<file path="src/rtl/bnn_pkg.sv">
// Shared types and default geometry for the binary-neuron parameter loader.
package bnn_pkg;

  localparam int NEURONS        = 8;
  localparam int INPUTS         = 8;
  localparam int BIAS_BITS      = 3;
  localparam int DEF_CHAIN_BITS = NEURONS * (INPUTS + BIAS_BITS);

  typedef enum logic [1:0] {
    IDLE,
    FETCH,
    SHIFT,
    DONE
  } state_t;

endpackage

</file>
<file path="src/rtl/bnn_readback_packer.sv">
// Serial-to-byte packer: collects chain tail bits MSB-first and emits a byte
// every DATA_W samples, or a left-aligned zero-padded partial byte on flush.
module bnn_readback_packer #(
  parameter int DATA_W = 8
) (
  input  logic              clk,
  input  logic              reset,
  input  logic              sample,
  input  logic              bit_in,
  input  logic              flush,
  output logic [DATA_W-1:0] rb_data,
  output logic              rb_valid
);

  localparam int NW = $clog2(DATA_W);

  logic [DATA_W-1:0] acc;
  logic [DATA_W-1:0] acc_nxt;
  logic [NW-1:0]     n;

  assign acc_nxt = {acc[DATA_W-2:0], bit_in};

  always_ff @(posedge clk or posedge reset) begin
    if (reset) begin
      acc      <= '0;
      n        <= '0;
      rb_data  <= '0;
      rb_valid <= 1'b0;
    end else begin
      rb_valid <= 1'b0;
      if (sample) begin
        if ((n == NW'(DATA_W - 1)) || flush) begin
          // only the low n+1 bits carry samples; shift them up to the MSB
          rb_data  <= acc_nxt << (NW'(DATA_W - 1) - n);
          rb_valid <= 1'b1;
          acc      <= '0;
          n        <= '0;
        end else begin
          acc <= acc_nxt;
          n   <= n + 1'b1;
        end
      end
    end
  end

endmodule

</file>
<file path="src/rtl/bnn_param_loader.sv">
// Bit-serial configuration sequencer for the binary-neuron scan chain.
// Optional chain readback is built when BNN_LOADER_READBACK_EN is defined.
module bnn_param_loader
  import bnn_pkg::*;
#(
  parameter int CHAIN_BITS = DEF_CHAIN_BITS,
  parameter int DATA_W     = 8
) (
  input  logic              clk,
  input  logic              reset,
  input  logic              start,
  input  logic [DATA_W-1:0] in_data,
  input  logic              in_valid,
  output logic              in_ready,
  output logic              setup,
  output logic              param_out,
  input  logic              chain_in,
  output logic              busy,
  output logic              done,
  output logic [DATA_W-1:0] rb_data,
  output logic              rb_valid
);

  localparam int              CNT_W    = $clog2(CHAIN_BITS + 1);
  localparam logic [CNT_W-1:0] LAST_BIT = CNT_W'(CHAIN_BITS - 1);

  state_t            state, state_nxt;
  logic [DATA_W-1:0] sr, sr_nxt;
  logic [CNT_W-1:0]  cnt, cnt_nxt;
  logic [2:0]        bcnt, bcnt_nxt;
  logic              setup_nxt, param_nxt;
  logic              last_bit;

  assign last_bit = (cnt == LAST_BIT);
  assign in_ready = (state == FETCH);
  assign busy     = (state != IDLE);
  assign done     = (state == DONE);

  always_ff @(posedge clk or posedge reset) begin
    if (reset) begin
      state     <= IDLE;
      sr        <= '0;
      cnt       <= '0;
      bcnt      <= '0;
      setup     <= 1'b0;
      param_out <= 1'b0;
    end else begin
      state     <= state_nxt;
      sr        <= sr_nxt;
      cnt       <= cnt_nxt;
      bcnt      <= bcnt_nxt;
      setup     <= setup_nxt;
      param_out <= param_nxt;
    end
  end

  always_comb begin
    state_nxt = state;
    sr_nxt    = sr;
    cnt_nxt   = cnt;
    bcnt_nxt  = bcnt;
    setup_nxt = 1'b0;
    param_nxt = 1'b0;
    case (state)
      IDLE: begin
        if (start) begin
          state_nxt = FETCH;
          cnt_nxt   = '0;
        end
      end
      FETCH: begin
        if (in_valid) begin
          state_nxt = SHIFT;
          sr_nxt    = {in_data[DATA_W-2:0], 1'b0};
          bcnt_nxt  = '0;
          setup_nxt = 1'b1;
          param_nxt = in_data[DATA_W-1];
        end
      end
      SHIFT: begin
        // the bit on param_out transfers at this edge; last_bit also trims a short final byte
        cnt_nxt  = cnt + 1'b1;
        bcnt_nxt = bcnt + 3'd1;
        if (last_bit) begin
          state_nxt = DONE;
        end else if (bcnt == 3'd7) begin
          state_nxt = FETCH;
        end else begin
          setup_nxt = 1'b1;
          param_nxt = sr[DATA_W-1];
          sr_nxt    = {sr[DATA_W-2:0], 1'b0};
        end
      end
      DONE: begin
        state_nxt = IDLE;
      end
      default: begin
        state_nxt = IDLE;
      end
    endcase
  end

`ifdef BNN_LOADER_READBACK_EN
  bnn_readback_packer #(
    .DATA_W (DATA_W)
  ) u_readback (
    .clk      (clk),
    .reset    (reset),
    .sample   (setup),
    .bit_in   (chain_in),
    .flush    (setup && last_bit),
    .rb_data  (rb_data),
    .rb_valid (rb_valid)
  );
`else
  logic unused_chain_in;
  assign unused_chain_in = chain_in;
  assign rb_data         = '0;
  assign rb_valid        = 1'b0;
`endif

endmodule

</file>
<file path="config.mk">
export PLATFORM = sky130hd
export DESIGN_NAME = bnn_param_loader
export DESIGN_NICKNAME = d
export VERILOG_FILES = /design/src/rtl/bnn_pkg.sv /design/src/rtl/bnn_readback_packer.sv /design/src/rtl/bnn_param_loader.sv
export SDC_FILE = /design/constraint.sdc
export NUM_CORES = 1
export LEC_CHECK = 0
export BUFFER_PORTS_ARGS = -buffer_cell sky130_fd_sc_hd__buf_2
export CAP_MARGIN = 20
export CORE_UTILIZATION = 42
export CTS_BUF_LIST = sky130_fd_sc_hd__clkbuf_16
export DETAILED_ROUTE_END_ITERATION = 8
export PLACE_DENSITY = 0.63
export SYNTH_ARGS = -nofsm -noshare
export SYNTH_HDL_FRONTEND = slang
export SYNTH_SLANG_ARGS = --single-unit
export TNS_END_PERCENT = 5
</file>
<file path="constraint.sdc">
create_clock -name clk -period 1.6 [get_ports clk]
set_input_delay 0.08 -clock clk [delete_from_list [all_inputs] [get_ports clk]]
set_output_delay 0.08 -clock clk [all_outputs]
set_load 0.03 [all_outputs]
</file>
* Word level (Yosys, flattened, before mapping)
Cells that the tools add are included.
** Word-level totals
- Flip-flop bits (word level) :: 22
- Input port bits :: 13
- Output and inout port bits :: 14
** Cells by class
- Add/sub/neg operators :: 2
- Equal/unequal tests :: 10
- Muxes and demuxes :: 21
- Reductions and logical operators :: 8
** Operators by type and width (number)
- $mux W8 :: 3
- $pmux W8 S2 :: 1
- $pmux W7 S2 :: 1
- $mux W2 :: 4
- $ne A2 B2 Y1 const B :: 4
- $pmux W2 S4 :: 1
- $add A7 B1 Y7 const B :: 1
- $eq A7 B7 Y1 const B :: 1
- $mux W7 :: 1
- $mux W1 :: 6
- $pmux W3 S2 :: 1
- $reduce_bool A2 Y1 :: 3
- $eq A2 B2 Y1 const B :: 2
- $pmux W1 S2 :: 2
- $reduce_and A2 Y1 :: 2
- $reduce_and A4 Y1 :: 1
- $add A3 B1 Y3 const B :: 1
- $eq A3 B3 Y1 const B :: 1
- $mux W3 :: 1
- $ne A3 B3 Y1 const B :: 1
- $reduce_and A3 Y1 :: 1
- $eq A2 B1 Y1 const B :: 1
- $logic_not A2 Y1 :: 1

* Longest topological paths before layout
Gate-level depths: netlist of run 1.
- Depth in word-level cells :: 4
- Gate-level depth with buffers :: 6
- Mapped depth without buffers :: 5

* Worst setup path after synthesis of run 1
No wires, ideal clock.
- Kind :: reg2reg
- From :: register state[1]
- To :: register sr[2]
- Library setup time :: 0.104 ns
- Data arrival time :: 1.701 ns
- Required time :: 1.496 ns
- Slack :: -0.205 ns
- Stages on the path, launching flop included :: 6
- Path through :: dfrtp_1 > inv_1 > ha_1 > mux2i_1 > a211o_1 > a221oi_1
** On the way
- Word-level cells in the longest chain between the ends :: 3
- Elaborated cells on any way between the ends :: 8
- Those cells by class :: eq/ne (5); mux (1); reduce/logical (2)
** RTL lines
- from (decl) :: RTL line bnn_param_loader.sv:27 : state_t state, state_nxt;
- from (signal assigned) :: RTL line bnn_param_loader.sv:48 : state <= state_nxt;
- $eq A2 B1 Y1 (*)
- net in_ready :: RTL line bnn_param_loader.sv:14 : output logic in_ready,
- $ne A2 B2 Y1 (no source line) / $reduce_bool A2 Y1 (equally long branches)
- $reduce_and A4 Y1 (no source line)
- to (signal assigned) :: RTL line bnn_param_loader.sv:49 : sr <= sr_nxt;
- to (decl) :: RTL line bnn_param_loader.sv:28 : logic [DATA_W-1:0] sr, sr_nxt;
Mark *: on every way through the listed nets, which the timed path passes. The rest lies on a longest branch.
A chain may end at the register's enable or synchronous reset.

* Worst setup path in the final report of run 1
- From :: register state[1]
- To :: register sr[6]
** On the way
- Word-level cells in the longest chain between the ends :: 3
- Elaborated cells on any way between the ends :: 8
- Those cells by class :: eq/ne (5); mux (1); reduce/logical (2)
** RTL lines
- $eq A2 B2 Y1 / $eq A2 B1 Y1 (equally long branches) :: RTL line bnn_param_loader.sv:64 : case (state)
- $ne A2 B2 Y1 (no source line) / $reduce_bool A2 Y1 (equally long branches)
- $reduce_and A4 Y1 (no source line)
Parallel ways exist; a longest one is shown, timed or not.

==> run metrics, run 1 <==
Overall Global Routing Usage 0.188; total placed instance area 1550 sq um; area leader, netlist dfrtp_1; Final ANT Viol Nets 0; crit path capture type flop; number of diodes 0; largest net degree at the start of global routing 14; initial antenna violation count 0; total power 0.00314 W; Peak supply drop 0.00116 V; MaxCap Viol Count 0; Final Max Tran Viols 0; Post-Synthesis Cells 126; vias per cell 5.38; Arrival @ worst endpoint 1.76 ns; RePlAce Congestion 0.762; Sink Count 21; share of cells above drive strength 1 0.422; #FFs+latches synth 21; clk_skew 0.00362 ns; failing checks negative setup slack; synthesized area 1250 sq um; Seq/Total Area, Yosys 0.421; total CTS buffers 3; global-route wire length before repair 4.66 mm; max frequency 625 MHz; Reg clk slew, reported paths 0.06 ns; aggregate routed wire length 2.67 mm; vias 1,060; final-stage net count 188; syn avg cell area 9.91 sq um; Worst EP required 1.76 ns; WL/cell 13.5 microns; CP Launch Type flop; setup ws final -0.000933 ns; Starting Density 0.449; Layout area overhead 39.0%; I/O pin cnt 27; RSZ-0062 raised after global routing yes; outcome complete, but fails checks; PD cells 1810 nW/um^2; Initial DRC Count 29; Detailed Place HPWL 2.01 mm; endpoints failing setup 1; Final min period 1.60 ns; CP Max Fanout 7; final cycle utilization of the critical path 1.00; min-delay worst type in -> reg; Async SR Flop Fraction 1.00; port bufs 16; clk_lat worst skew 0.25 ns; top-count cell post-synth dfrtp_1; post-synth cell types 36; CTS tree built; critical path class reg -> reg; die width 56.5 microns; Die H 56.5 microns; vias in the first global route 1,059; grt ovf 0; core box area 2780 sq um; Synth top area share 0.421; R2R depth 5; top cells by count, synth dfrtp_1, inv_1, buf_4, nand2_1, ha_1; Post-synth EDFFs 0; post-place setup slack -0.0795 ns; Finished Cell Area 1740 sq um; hold depth 2; yosys warns 0; Hold Vio Cnt, Final 0; Row Count 19; Top FF cell, synth dfrtp_1; Clock Tree Buf Depth 2; die area 3200 sq um; Root Buffer clkbuf_16; Util after Layout 0.624; largest cells by area after synthesis dfrtp_1, ha_1, buf_4; setup TNS -0.000933 ns; H-Tree Depth 1; # DRC 0; leakage 0.792 nW; TritonRoute pass-1 iters 4
## cells in the final DEF, fill, tap and decap left out, drive strengths merged, types with 3 or more instances in the layout
master  synthesis  routed
inv            12      12
o21ai           4       4
o31ai           4       4
clkbuf          0       3
nor2            7       7
a221oi          6       6
ha              8       8
a21oi           6       6
a32o            3       3
nand2           9       9
buf            11      38
conb            1       9
nor2b           5       5
dfrtp          21      21
## final timing paths
| kind | slack, ns | endpoint | from |
|---|---|---|---|
| min | 0.05 | sr[1]$_DFFE_PP0P_ | in_data[0] |
| min in group asynchronous | 0.33 | cnt[4]$_DFFE_PP0P_ | reset |
| min reg2reg | 0.51 | sr[1]$_DFFE_PP0P_ | sr[1]$_DFFE_PP0P_ |
| max reg2reg | -0.0009 | sr[6]$_DFFE_PP0P_ | state[1]$_DFFE_PP0P_ |
| max | -0.0009 | sr[6]$_DFFE_PP0P_ | state[1]$_DFFE_PP0P_ |
| max in group asynchronous | 0.78 | bcnt[0]$_DFFE_PP0P_ | reset |
## worst max-delay path: stages, from the launching register on
cell,delay [ns]
dfrtp_2,0.44
ha_4,0.18
buf_12,0.12
and3_4,0.14
a211o_4,0.37
a221oi_2,0.25
## repair_timing
action | CTS | global route
hold buffers | 1 | 0
gates resized for setup | 7 | 10
endpoints found under the hold margin | 8 | 0
pin swaps | 5 | 3
endpoints found under the setup margin | 16 | 11
gates cloned | 0 | 0
setup buffers | 4 | 0
## power by group
part / leakage, nW / internal, W / total, W / switching [W]
registers: 0.263 / 0.000726 / 0.000848 / 0.000122
clock network: 0.0409 / 0.000335 / 0.000524 / 0.000189
logic: 0.488 / 0.000872 / 0.00177 / 0.000896
## final cells by class
type / instances / area (sq um)
Inverter: 12 / 47.5
Timing Repair Buffer: 39 / 275
Clock buffer: 3 / 75.1
Tap cell: 31 / 38.8
Fill cell: 233 / 1050
Clock inverter: 1 / 5.00
Sequential cell: 21 / 528
Multi-Input combinational cell: 90 / 766
## metrics by stage
stage | instances | hold slack (ns)
finish | 197 | 0.0473
floorplan | 134 | 0.0565
CTS | 197 | 0.0505
global route | 197 | 0.0550
global placement | 188 | 0.0601
detailed placement | 188 | 0.0615
## state kept, by name, indices dropped and copies added, names as in the netlist
name,count
param_out,1
cnt,7
sr,7
state,2
setup,1
bcnt,3
## routing by layer
metal  routed length [microns]  part of all wire  track usage
met5                         0                 0            0
met4                        48             0.018       0.0801
met3                        85             0.032       0.0392
met2                      1350              0.51        0.321
met1                      1180              0.44        0.226
## logic make-up (layout without fill, tap and decap cells)
kind of cell             after synthesis  in the layout  synth area share
AND/OR/NAND/NOR                       38             38             0.168
other                                  1              9           0.00300
flip-flops                            21             21             0.421
adder cells (fa/ha/maj)                8              8            0.0802
AO/OA/AOI/OAI                         33             33             0.208
multiplexers                           2              2            0.0160
buffers and inverters                 23             55             0.103
Power figures use the tool's default switching activity.
==> run 2, diff against run 1 <==
Settings changed: CAP_MARGIN 20 to not set, PLACE_DENSITY 0.63 to 0.6.
Clock period 1.6 ns to 1.7 ns, I/O delays scaled along.
==> run metrics, run 2 (synthesis gave the netlist of run 1 again) <==
outcome complete, but fails checks; failing checks negative setup slack; Row Count 19; final-stage net count 183; TritonRoute pass-1 iters 4; Worst EP required 1.87 ns; Peak supply drop 0.00112 V; worst r2r src state[0]$_DFFE_PP0P_; Final ANT Viol Nets 0; largest net degree at the start of global routing 22; most frequent cells in the layout dfrtp_1, buf_4, buf_2, inv_1; Arrival @ worst endpoint 1.88 ns; critical path class reg -> reg; endpoints failing setup 1; MaxCap Viol Count 0; Fill cells 262; share of cells above drive strength 1 0.304; RSZ-0062 raised after global routing yes; setup TNS -0.0103 ns; vias per cell 5.29; core box area 2780 sq um; critical path depth 7; largest stage delay on the critical path 0.36 ns; largest registers cnt: 7 flops, sr: 7 flops, bcnt: 3 flops; Finished Cell Area 1570 sq um; global-route wire length before repair 4.52 mm; Overall Global Routing Usage 0.180; Sink Count 21; Post-CTS Setup Bufs 0; min-delay worst type in -> reg; Starting Density 0.449; multi-input gate area in the final layout 664 sq um; Worst Setup SP state[0]$_DFFE_PP0P_; Detailed Place HPWL 1.92 mm; initial antenna violation count 0; max frequency 585 MHz; leakage 0.762 nW; grt ovf 0; Hold Vio Cnt, Final 0; dpl cells 187; Reg clk slew, reported paths 0.06 ns; Final min period 1.71 ns; total power 0.00261 W; CP max-delay cell or3_1; CP cell instances inv_1 > buf_4 > ha_1 > mux2i_2 > buf_4 > or3_1 > a21oi_2; Die H 56.5 microns; clk_lat worst skew 0.25 ns; CP Max Fanout 4; vias in the first global route 1,006; CTS tree built; CP Launch Type flop; non-filler cells, final 192; # DRC 0; commonest non-fill, non-tap cell in the layout dfrtp_1; Critical R2R Capture cnt[4]$_DFFE_PP0P_; total placed instance area 1440 sq um; Layout area overhead 25.9%; die area 3200 sq um; H-Tree Depth 1; total CTS buffers 3; vias 1,016; Final Max Tran Viols 0; crit path capture type flop; PD cells 1660 nW/um^2; number of diodes 0; crit path capture cnt[4]$_DFFE_PP0P_; WL/cell 13.7 microns; R2R setup slack -0.01 ns; Clock Tree Buf Depth 2; port bufs 16; aggregate routed wire length 2.64 mm; I/O pin cnt 27; hold depth 2; clk_skew 0.00197 ns; register area 526 sq um; Util after Layout 0.565; delay-heaviest family, CP buffers and inverters; Crit path top cell by count buf_4; Initial DRC Count 38; R2R depth 7; die width 56.5 microns; setup ws final -0.0103 ns; RePlAce Congestion 0.756; worst path bufs/invs 3; Root Buffer clkbuf_16; final cycle utilization of the critical path 1.01
## run 2: routing by layer
layer | vias to the layer above | routed length, microns | global-route usage
met4 | 0 | 19 | 0.0383
met5 | - | 0 | 0
li1 | 509 | - | -
met1 | 484 | 1200 | 0.218
met3 | 2 | 105 | 0.0461
met2 | 21 | 1310 | 0.319
## run 2: worst reg2reg max path: stages, from the launching register on
cell and delay [ns]:
dfrtp_1 0.34, inv_1 0.06, buf_4 0.14, ha_1 0.22, mux2i_2 0.18, buf_4 0.16, or3_1 0.36, a21oi_2 0.17
## run 2: repair_timing
item | CTS | global route
gates resized for setup | 3 | 8
hold buffers | 1 | 0
pin swaps | 1 | 2
setup endpoints to repair | 10 | 13
gates cloned | 0 | 0
hold endpoints to repair | 21 | 0
## run 2: where the power goes
part           internal, W  switching, W
Sequential        0.000679     0.0000965
Combinational     0.000605      0.000735
Clock             0.000316      0.000176
Total              0.00160       0.00101
## run 2: metrics by stage
step / worst slack, ns / hold slack, ns
global placement: -0.0296 / 0.125
detailed placement: -0.0583 / 0.139
floorplan: -0.000367 / 0.0615
CTS: 0.00616 / 0.0563
finish: -0.0103 / 0.0559
global route: -0.0661 / 0.0658
## run 2: layout make-up
class,instances,share of cell area
flip-flops and latches,21,0.334
clock buffers,3,0.0478
inverters,12,0.0287
repair buffers,34,0.139
clock inverters,1,0.00318
multi-input cells,90,0.423
well taps,31,0.0247
## run 2: worst min-delay path by stage
| stage | start | end |
|---|---|---|
| 3_5_place_dp | reset | setup$_DFF_PP0_ |
| 6_report | in_data[0] | sr[1]$_DFFE_PP0P_ |
| 3_3_place_gp | reset | param_out$_DFF_PP0_ |
| 5_1_grt | in_data[0] | sr[1]$_DFFE_PP0P_ |
| 2_1_floorplan | reset | bcnt[0]$_DFFE_PP0P_ |
| 4_1_cts | in_data[0] | sr[1]$_DFFE_PP0P_ |
